`src/rtl/roi_frame_ctrl.sv`:
```
// -----------------------------------------------------------------------------
// roi_frame_ctrl
//
// Purpose: frame-aligns a raw AXI-Stream video input for the ROI datapath.
// It waits for a start-of-frame beat (tuser), then forwards exactly
// IMAGE_WIDTH x IMAGE_HEIGHT pixels through a one-stage register slice.
// On the output, tuser/tlast are regenerated from internal x/y counters.
// It also latches the ROI corner coordinates at each frame start and
// records stream framing errors.
//
// Ports:
//   aclk, aresetn       clock, asynchronous active-low reset
//   enable              frame acceptance permitted (checked at frame boundaries)
//   cfg_coords, cfg_wr  ROI corners {P4_Y,P4_X,..,P1_Y,P1_X} + capture strobe
//   s_axis_*            raw video in (slave)
//   m_axis_*            regenerated video out (master)
//   roi_coords          active coordinates, constant for a whole frame
//   frame_start         1-cycle pulse after the SOF beat is accepted
//   frame_done          1-cycle pulse after the last pixel is accepted
//   err_flags           sticky: [0] early SOF, [1] tlast mismatch
//   err_clr             clears err_flags (and error counters when present)
//
// Optional feature (macro ROI_CTRL_ERR_CNT_EN): adds the saturating 16-bit
// error counters err_sof_cnt and err_last_cnt.
// -----------------------------------------------------------------------------
module roi_frame_ctrl #(
  parameter int IMAGE_WIDTH      = 640,
  parameter int IMAGE_HEIGHT     = 480,
  parameter int AXIS_TDATA_WIDTH = 24,
  parameter int COORD_W          = 10
) (
  input  logic                        aclk,
  input  logic                        aresetn,
  input  logic                        enable,
  input  logic [8*COORD_W-1:0]        cfg_coords,
  input  logic                        cfg_wr,
  input  logic [AXIS_TDATA_WIDTH-1:0] s_axis_tdata,
  input  logic                        s_axis_tvalid,
  output logic                        s_axis_tready,
  input  logic                        s_axis_tuser,
  input  logic                        s_axis_tlast,
  output logic [AXIS_TDATA_WIDTH-1:0] m_axis_tdata,
  output logic                        m_axis_tvalid,
  input  logic                        m_axis_tready,
  output logic                        m_axis_tuser,
  output logic                        m_axis_tlast,
  output logic [8*COORD_W-1:0]        roi_coords,
  output logic                        frame_start,
  output logic                        frame_done,
  output logic [1:0]                  err_flags,
  input  logic                        err_clr
`ifdef ROI_CTRL_ERR_CNT_EN
  ,
  output logic [15:0]                 err_sof_cnt,
  output logic [15:0]                 err_last_cnt
`endif
);

  localparam int XW = (IMAGE_WIDTH  > 1) ? $clog2(IMAGE_WIDTH)  : 1;
  localparam int YW = (IMAGE_HEIGHT > 1) ? $clog2(IMAGE_HEIGHT) : 1;

  typedef enum logic [1:0] {IDLE, WAIT_SOF, ACTIVE} state_t;

  state_t                        r_state, w_state_next;
  logic [XW-1:0]                 r_x, w_px_x;
  logic [YW-1:0]                 r_y, w_px_y;
  logic [AXIS_TDATA_WIDTH-1:0]   r_m_tdata;
  logic                          r_m_tvalid, r_m_tuser, r_m_tlast;
  logic [8*COORD_W-1:0]          r_shadow, r_roi;
  logic                          r_pend;
  logic                          r_frame_start, r_frame_done;
  logic [1:0]                    r_err;

  logic w_slice_ready, w_s_ready, w_acc, w_fwd, w_sof, w_early_sof;
  logic w_x_end, w_y_end, w_last_px, w_tlast_err;

  assign w_slice_ready = !r_m_tvalid || m_axis_tready;

  // In WAIT_SOF non-SOF beats are swallowed unconditionally; only the SOF
  // beat has to wait for room in the slice.
  always_comb begin
    w_s_ready = 1'b0;
    case (r_state)
      WAIT_SOF: w_s_ready = s_axis_tuser ? w_slice_ready : 1'b1;
      ACTIVE:   w_s_ready = w_slice_ready;
      default:  w_s_ready = 1'b0;
    endcase
  end

  assign w_acc       = s_axis_tvalid && w_s_ready;
  assign w_fwd       = w_acc && ((r_state == ACTIVE) || (r_state == WAIT_SOF && s_axis_tuser));
  // Any forwarded tuser beat becomes pixel (0,0): normal SOF or early restart.
  assign w_sof       = w_fwd && s_axis_tuser;
  assign w_early_sof = w_acc && (r_state == ACTIVE) && s_axis_tuser && ((r_x != '0) || (r_y != '0));

  // Position of the beat being accepted this cycle.
  assign w_px_x    = w_sof ? '0 : r_x;
  assign w_px_y    = w_sof ? '0 : r_y;
  assign w_x_end   = (w_px_x == XW'(IMAGE_WIDTH - 1));
  assign w_y_end   = (w_px_y == YW'(IMAGE_HEIGHT - 1));
  assign w_last_px = w_fwd && w_x_end && w_y_end;
  assign w_tlast_err = w_fwd && (s_axis_tlast != w_x_end);

  always_comb begin
    w_state_next = r_state;
    case (r_state)
      IDLE:     if (enable) w_state_next = WAIT_SOF;
      WAIT_SOF: begin
        if (w_sof)        w_state_next = ACTIVE;
        else if (!enable) w_state_next = IDLE;
      end
      ACTIVE:   if (w_last_px) w_state_next = enable ? WAIT_SOF : IDLE;
      default:  w_state_next = IDLE;
    endcase
  end

  always_ff @(posedge aclk or negedge aresetn) begin
    if (!aresetn) begin
      r_state <= IDLE;
      r_x     <= '0;
      r_y     <= '0;
    end else begin
      r_state <= w_state_next;
      if (w_fwd) begin
        if (w_x_end) begin
          r_x <= '0;
          r_y <= w_y_end ? '0 : w_px_y + 1'b1;
        end else begin
          r_x <= w_px_x + 1'b1;
          r_y <= w_px_y;
        end
      end
    end
  end

  // Output register slice; valid only falls when the consumer takes the beat.
  always_ff @(posedge aclk or negedge aresetn) begin
    if (!aresetn) begin
      r_m_tvalid <= 1'b0;
      r_m_tdata  <= '0;
      r_m_tuser  <= 1'b0;
      r_m_tlast  <= 1'b0;
    end else if (w_fwd) begin
      r_m_tvalid <= 1'b1;
      r_m_tdata  <= s_axis_tdata;
      r_m_tuser  <= (w_px_x == '0) && (w_px_y == '0);
      r_m_tlast  <= w_x_end;
    end else if (m_axis_tready) begin
      r_m_tvalid <= 1'b0;
    end
  end

  // Shadow/active coordinates. A cfg_wr coinciding with the SOF beat goes
  // straight into the active register so that frame uses it.
  always_ff @(posedge aclk or negedge aresetn) begin
    if (!aresetn) begin
      r_shadow <= '0;
      r_roi    <= '0;
      r_pend   <= 1'b0;
    end else begin
      if (cfg_wr) r_shadow <= cfg_coords;
      if (w_sof) begin
        r_pend <= 1'b0;
        if (cfg_wr)      r_roi <= cfg_coords;
        else if (r_pend) r_roi <= r_shadow;
      end else if (cfg_wr) begin
        r_pend <= 1'b1;
      end
    end
  end

  always_ff @(posedge aclk or negedge aresetn) begin
    if (!aresetn) begin
      r_frame_start <= 1'b0;
      r_frame_done  <= 1'b0;
      r_err         <= 2'b00;
    end else begin
      r_frame_start <= w_sof;
      r_frame_done  <= w_last_px;
      // Clear first, then set: a new error wins over err_clr.
      r_err <= (err_clr ? 2'b00 : r_err) | {w_tlast_err, w_early_sof};
    end
  end

`ifdef ROI_CTRL_ERR_CNT_EN
  logic [15:0] r_sof_cnt, r_last_cnt;

  always_ff @(posedge aclk or negedge aresetn) begin
    if (!aresetn) begin
      r_sof_cnt  <= '0;
      r_last_cnt <= '0;
    end else begin
      if (err_clr)                                r_sof_cnt <= {15'd0, w_early_sof};
      else if (w_early_sof && r_sof_cnt != 16'hFFFF) r_sof_cnt <= r_sof_cnt + 1'b1;
      if (err_clr)                                r_last_cnt <= {15'd0, w_tlast_err};
      else if (w_tlast_err && r_last_cnt != 16'hFFFF) r_last_cnt <= r_last_cnt + 1'b1;
    end
  end

  assign err_sof_cnt  = r_sof_cnt;
  assign err_last_cnt = r_last_cnt;
`endif

  assign s_axis_tready = w_s_ready;
  assign m_axis_tdata  = r_m_tdata;
  assign m_axis_tvalid = r_m_tvalid;
  assign m_axis_tuser  = r_m_tuser;
  assign m_axis_tlast  = r_m_tlast;
  assign roi_coords    = r_roi;
  assign frame_start   = r_frame_start;
  assign frame_done    = r_frame_done;
  assign err_flags     = r_err;

endmodule

```
`config.mk`:
```
export PLATFORM = sky130hd
export DESIGN_NAME = roi_frame_ctrl
export DESIGN_NICKNAME = d
export VERILOG_FILES = /design/src/rtl/roi_frame_ctrl.sv
export SDC_FILE = /design/constraint.sdc
export NUM_CORES = 1
export LEC_CHECK = 0
export BUFFER_PORTS_ARGS = -buffer_cell sky130_fd_sc_hd__buf_2
export CAP_MARGIN = 20
export CORE_AREA = 10 10 121 205
export DETAILED_ROUTE_END_ITERATION = 10
export DIE_AREA = 0 0 131 215
export GPL_TIMING_DRIVEN = 0
export MAX_ROUTING_LAYER = met4
export PLACE_DENSITY = 0.72
export SETUP_SLACK_MARGIN = 0.2
export SYNTH_ARGS = -nofsm -noshare
export SYNTH_HDL_FRONTEND = slang
export SYNTH_SLANG_ARGS = --single-unit
export TNS_END_PERCENT = 1
```
`constraint.sdc`:
```
create_clock -name aclk -period 3.8 [get_ports aclk]
set_input_delay 0 -clock aclk [delete_from_list [all_inputs] [get_ports aclk]]
set_output_delay 0 -clock aclk [all_outputs]
set_load 0.005 [all_outputs]
```
==> impl_metrics.env <==
export IMPL_cp_data_required_time_ns=4.18
export IMPL_grt_max_degree=110
export IMPL_synthesis_nets=777
export IMPL_maxSlewViolCount=0
export IMPL_synth_area_leaders="dfrtp_1 62%, mux2_2 20%, nand2_1 4.2%, o21ai_0 1.2%, ha_1 1.2%"
export IMPL_htree_levels=1
export IMPL_drt_initial_drc_count=301
export IMPL_synth_edf_count=0
export IMPL_insertion_delay_ns=0.50
export IMPL_start_util_pct=40.25
export IMPL_cts_sinks=213
export IMPL_dp_hpwl_microns=16470
export IMPL_fp_dieW_microns=131
export IMPL_cp_end_kind="register"
export IMPL_numPortBuffers=222
export IMPL_route_detailed_drc=0
export IMPL_cts_tree="done"
export IMPL_wirelength_microns=24870
export IMPL_clk_pin_slew_worst_paths_ns=0.06
export IMPL_powerDensity_nw_per_um2=628.2
export IMPL_placed_cell_area_sq_um=10130
export IMPL_antenna_found_initial=4
export IMPL_clockBufferDepth=3
export IMPL_crit_type="reg -> reg"
export IMPL_setup_viol=0
export IMPL_startpoint_type="register"
export IMPL_num_rows=71
export IMPL_synth_warnings=0
export IMPL_nets=1136
export IMPL_synth_distinct_cells=49
export IMPL_rr_startpoint="r_state[0]$_DFFE_PN0P_"
export IMPL_arrival_ns=3.75
export IMPL_relSlewSlack_pct=45.30
export IMPL_status="complete, no violations"
export IMPL_avgViaCountPerCell=4.934
export IMPL_stdcell_area_sq_um=11930
export IMPL_num_io_pins=225
export IMPL_cap_violations=0
export IMPL_path_max_fanout=10
export IMPL_reg2reg_slack_ns=0.43
export IMPL_min_path_type="in -> async"
export IMPL_syn2layout_area_growth_pct=38.48
export IMPL_skew_ns=0.02617
export IMPL_die_y_microns=215
export IMPL_synth_flop_cell="dfrtp_1"
export IMPL_synth_seq_cells=213
export IMPL_wire_per_inst_microns=18.77
export IMPL_post_route_period_util_pct=88.62
export IMPL_coreArea_sq_um=21410
export IMPL_synth_top_area_share_pct=61.86
export IMPL_nFillCells=1749
export IMPL_ir_drop_uv=441.7
export IMPL_worstReg2RegEnd="r_state[0]$_DFFE_PN0P_"
export IMPL_syn_cell_area_sq_um=8617
export IMPL_synthCells=656
export IMPL_clockRootBuffer="clkbuf_16"
export IMPL_die_area_sq_um=28170
export IMPL_total_power_uw=7496
export IMPL_yosysTopAreaCell="dfrtp_1"
export IMPL_grt_pass1_wl_microns=38930
export IMPL_vias=6538
export IMPL_syn_area_per_cell_sq_um=13.14
export IMPL_gp_congestion=0.8508
export IMPL_dr_pass1_iters=4
export IMPL_grt_pass1_vias=7266
export IMPL_p_leak_uw=0.005706
export IMPL_worst_pin_slew_ns=0.8204
export IMPL_grt_ovfl_total=0
export IMPL_synth_seq_area_share_pct=61.86
export IMPL_hold_violations=0
export IMPL_ant_nets=0
export IMPL_finalSetupTns_ns=0
export IMPL_numCtsBuffers=21
export IMPL_rsz0062_at_grt="false"
export IMPL_drive_gt1_share_pct=42.27
export IMPL_fmax_mhz=296.9
export IMPL_min_period_ns=3.368
export IMPL_grt_usage_pct=18.00
export IMPL_async_flop_share_pct=100.0
export IMPL_worst_r2r_cell_count=14
where the power goes:
part / internal (uW) / switching, uW
combinational: 1140 / 1090
sequential: 2940 / 330
clock: 1130 / 866
total: 5210 / 2290
cell usage after synthesis (all sizes together), types with 7 or more instances:
master    n
dfrtp   213
mux2    161
nand2    97
o21ai    23
clkbuf   19
buf      16
inv      13
nand3    12
nor2     10
a21oi     9
ha        8
o31ai     8
and3      7
nor3      7
layout by cell type, fill, tap and decap left out, types with 2 or more instances in the layout:
| cell type | count |
|---|---|
| clkinv_2 | 6 |
| nor2_1 | 10 |
| buf_2 | 234 |
| inv_1 | 12 |
| or3_1 | 2 |
| o21ai_0 | 21 |
| nand4_1 | 4 |
| clkbuf_1 | 20 |
| and3_1 | 7 |
| clkbuf_2 | 2 |
| nand2b_1 | 2 |
| nor4_1 | 5 |
| o21ai_2 | 2 |
| mux2_1 | 8 |
| nand2_1 | 96 |
| o31ai_1 | 8 |
| o22ai_1 | 2 |
| dlygate4sd3_1 | 112 |
| clkbuf_8 | 6 |
| ha_1 | 8 |
| a21oi_1 | 9 |
| a21o_1 | 3 |
| o211ai_1 | 4 |
| a31oi_1 | 5 |
| nor3_1 | 7 |
| dfrtp_1 | 213 |
| and4_1 | 2 |
| mux2_2 | 152 |
| nor2b_1 | 2 |
| clkbuf_16 | 21 |
| diode_2 | 4 |
| nand3_1 | 11 |
| mux2i_1 | 3 |
| and2_1 | 4 |
flip-flops by register name, summed over array words and instances (netlist names), 2 cells and up:
signal,cells
roi_coords,80
err_flags,2
m_axis_tdata,24
r_state,2
r_y,9
r_shadow,80
r_x,10
worst max path at each step:
stage	startpoint	to	cells past startpoint
after floorplan	r_state[0]$_DFFE_PN0P_	r_state[0]$_DFFE_PN0P_	14
after global placement	aresetn	roi_coords[48]$_DFFE_PN0P_	1
after detailed placement	r_state[0]$_DFFE_PN0P_	r_y[6]$_DFFE_PN0N_	14
after CTS	r_state[0]$_DFFE_PN0P_	r_y[6]$_DFFE_PN0N_	14
after global routing	r_state[0]$_DFFE_PN0P_	r_y[3]$_DFFE_PN0N_	14
final	r_state[0]$_DFFE_PN0P_	r_state[0]$_DFFE_PN0P_	14
worst max-delay path: stages, from the launching register on:
cell,delay [ns]
dfrtp_1,0.39
inv_1,0.08
ha_1,0.29
o211ai_1,0.28
or3_1,0.20
clkbuf_2,0.24
nand2_1,0.13
inv_1,0.07
ha_1,0.23
nand2_1,0.09
or4_4,0.52
buf_6,0.16
o21ai_2,0.14
nand3_2,0.12
mux2_4,0.31
per-stage QoR:
stage	cells	util [%]	setup WS, ns	hold WS, ns
detailed placement	1171	47.32	0.1235	0.1258
global placement	1170	47.15	-0.8713	0.1920
global route	1325	55.74	0.2304	0.2362
floorplan	656	-	0.7845	-0.2956
CTS	1320	55.64	0.2424	0.1777
finish	1325	55.74	0.4324	0.1591
metal layers:
metal | wire (microns) | up-vias | share of wire (%) | global-route usage, %
met5 | 0 | - | 0 | -
li1 | - | 3015 | - | -
met2 | 13530 | 236 | 54 | 31.44
met3 | 1264 | 80 | 5.1 | 3.277
met4 | 1387 | 0 | 5.6 | 10.46
met1 | 8687 | 3207 | 35 | 18.08
timing repair:
item | 4_1_cts | 5_1_grt
gates resized for setup | 1 | 2
buffers inserted | 0 | 1
pin swaps | 0 | 2
setup endpoints to repair | 7 | 11
hold endpoints to repair | 298 | 0
hold buffers | 112 | 0
cells by family after synthesis:
group / count (synthesis) / synth area share, %
muxes: 164 / 21.43
and+or+nand+nor: 157 / 8.247
DFF: 213 / 61.86
buffers and inverters: 48 / 2.381
adders and majority gates: 8 / 1.162
AOI/OAI and AO/OA: 64 / 4.719
xor gates and xnor gates: 2 / 0.2033
layout make-up:
class / instances / area, sq um / area share [%]
clock inverters: 7 / 38.79 / 0.3250
repair buffers: 336 / 2277 / 19.08
plain buffers: 35 / 161.4 / 1.353
well taps: 292 / 365.4 / 3.062
inverters: 13 / 48.80 / 0.4089
multi-input cells: 395 / 3082 / 25.83
diodes: 4 / 10.01 / 0.08388
flip-flops and latches: 213 / 5330 / 44.67
clock buffers: 30 / 619.3 / 5.190
Note: power is estimated with default switching activity, not from simulation.
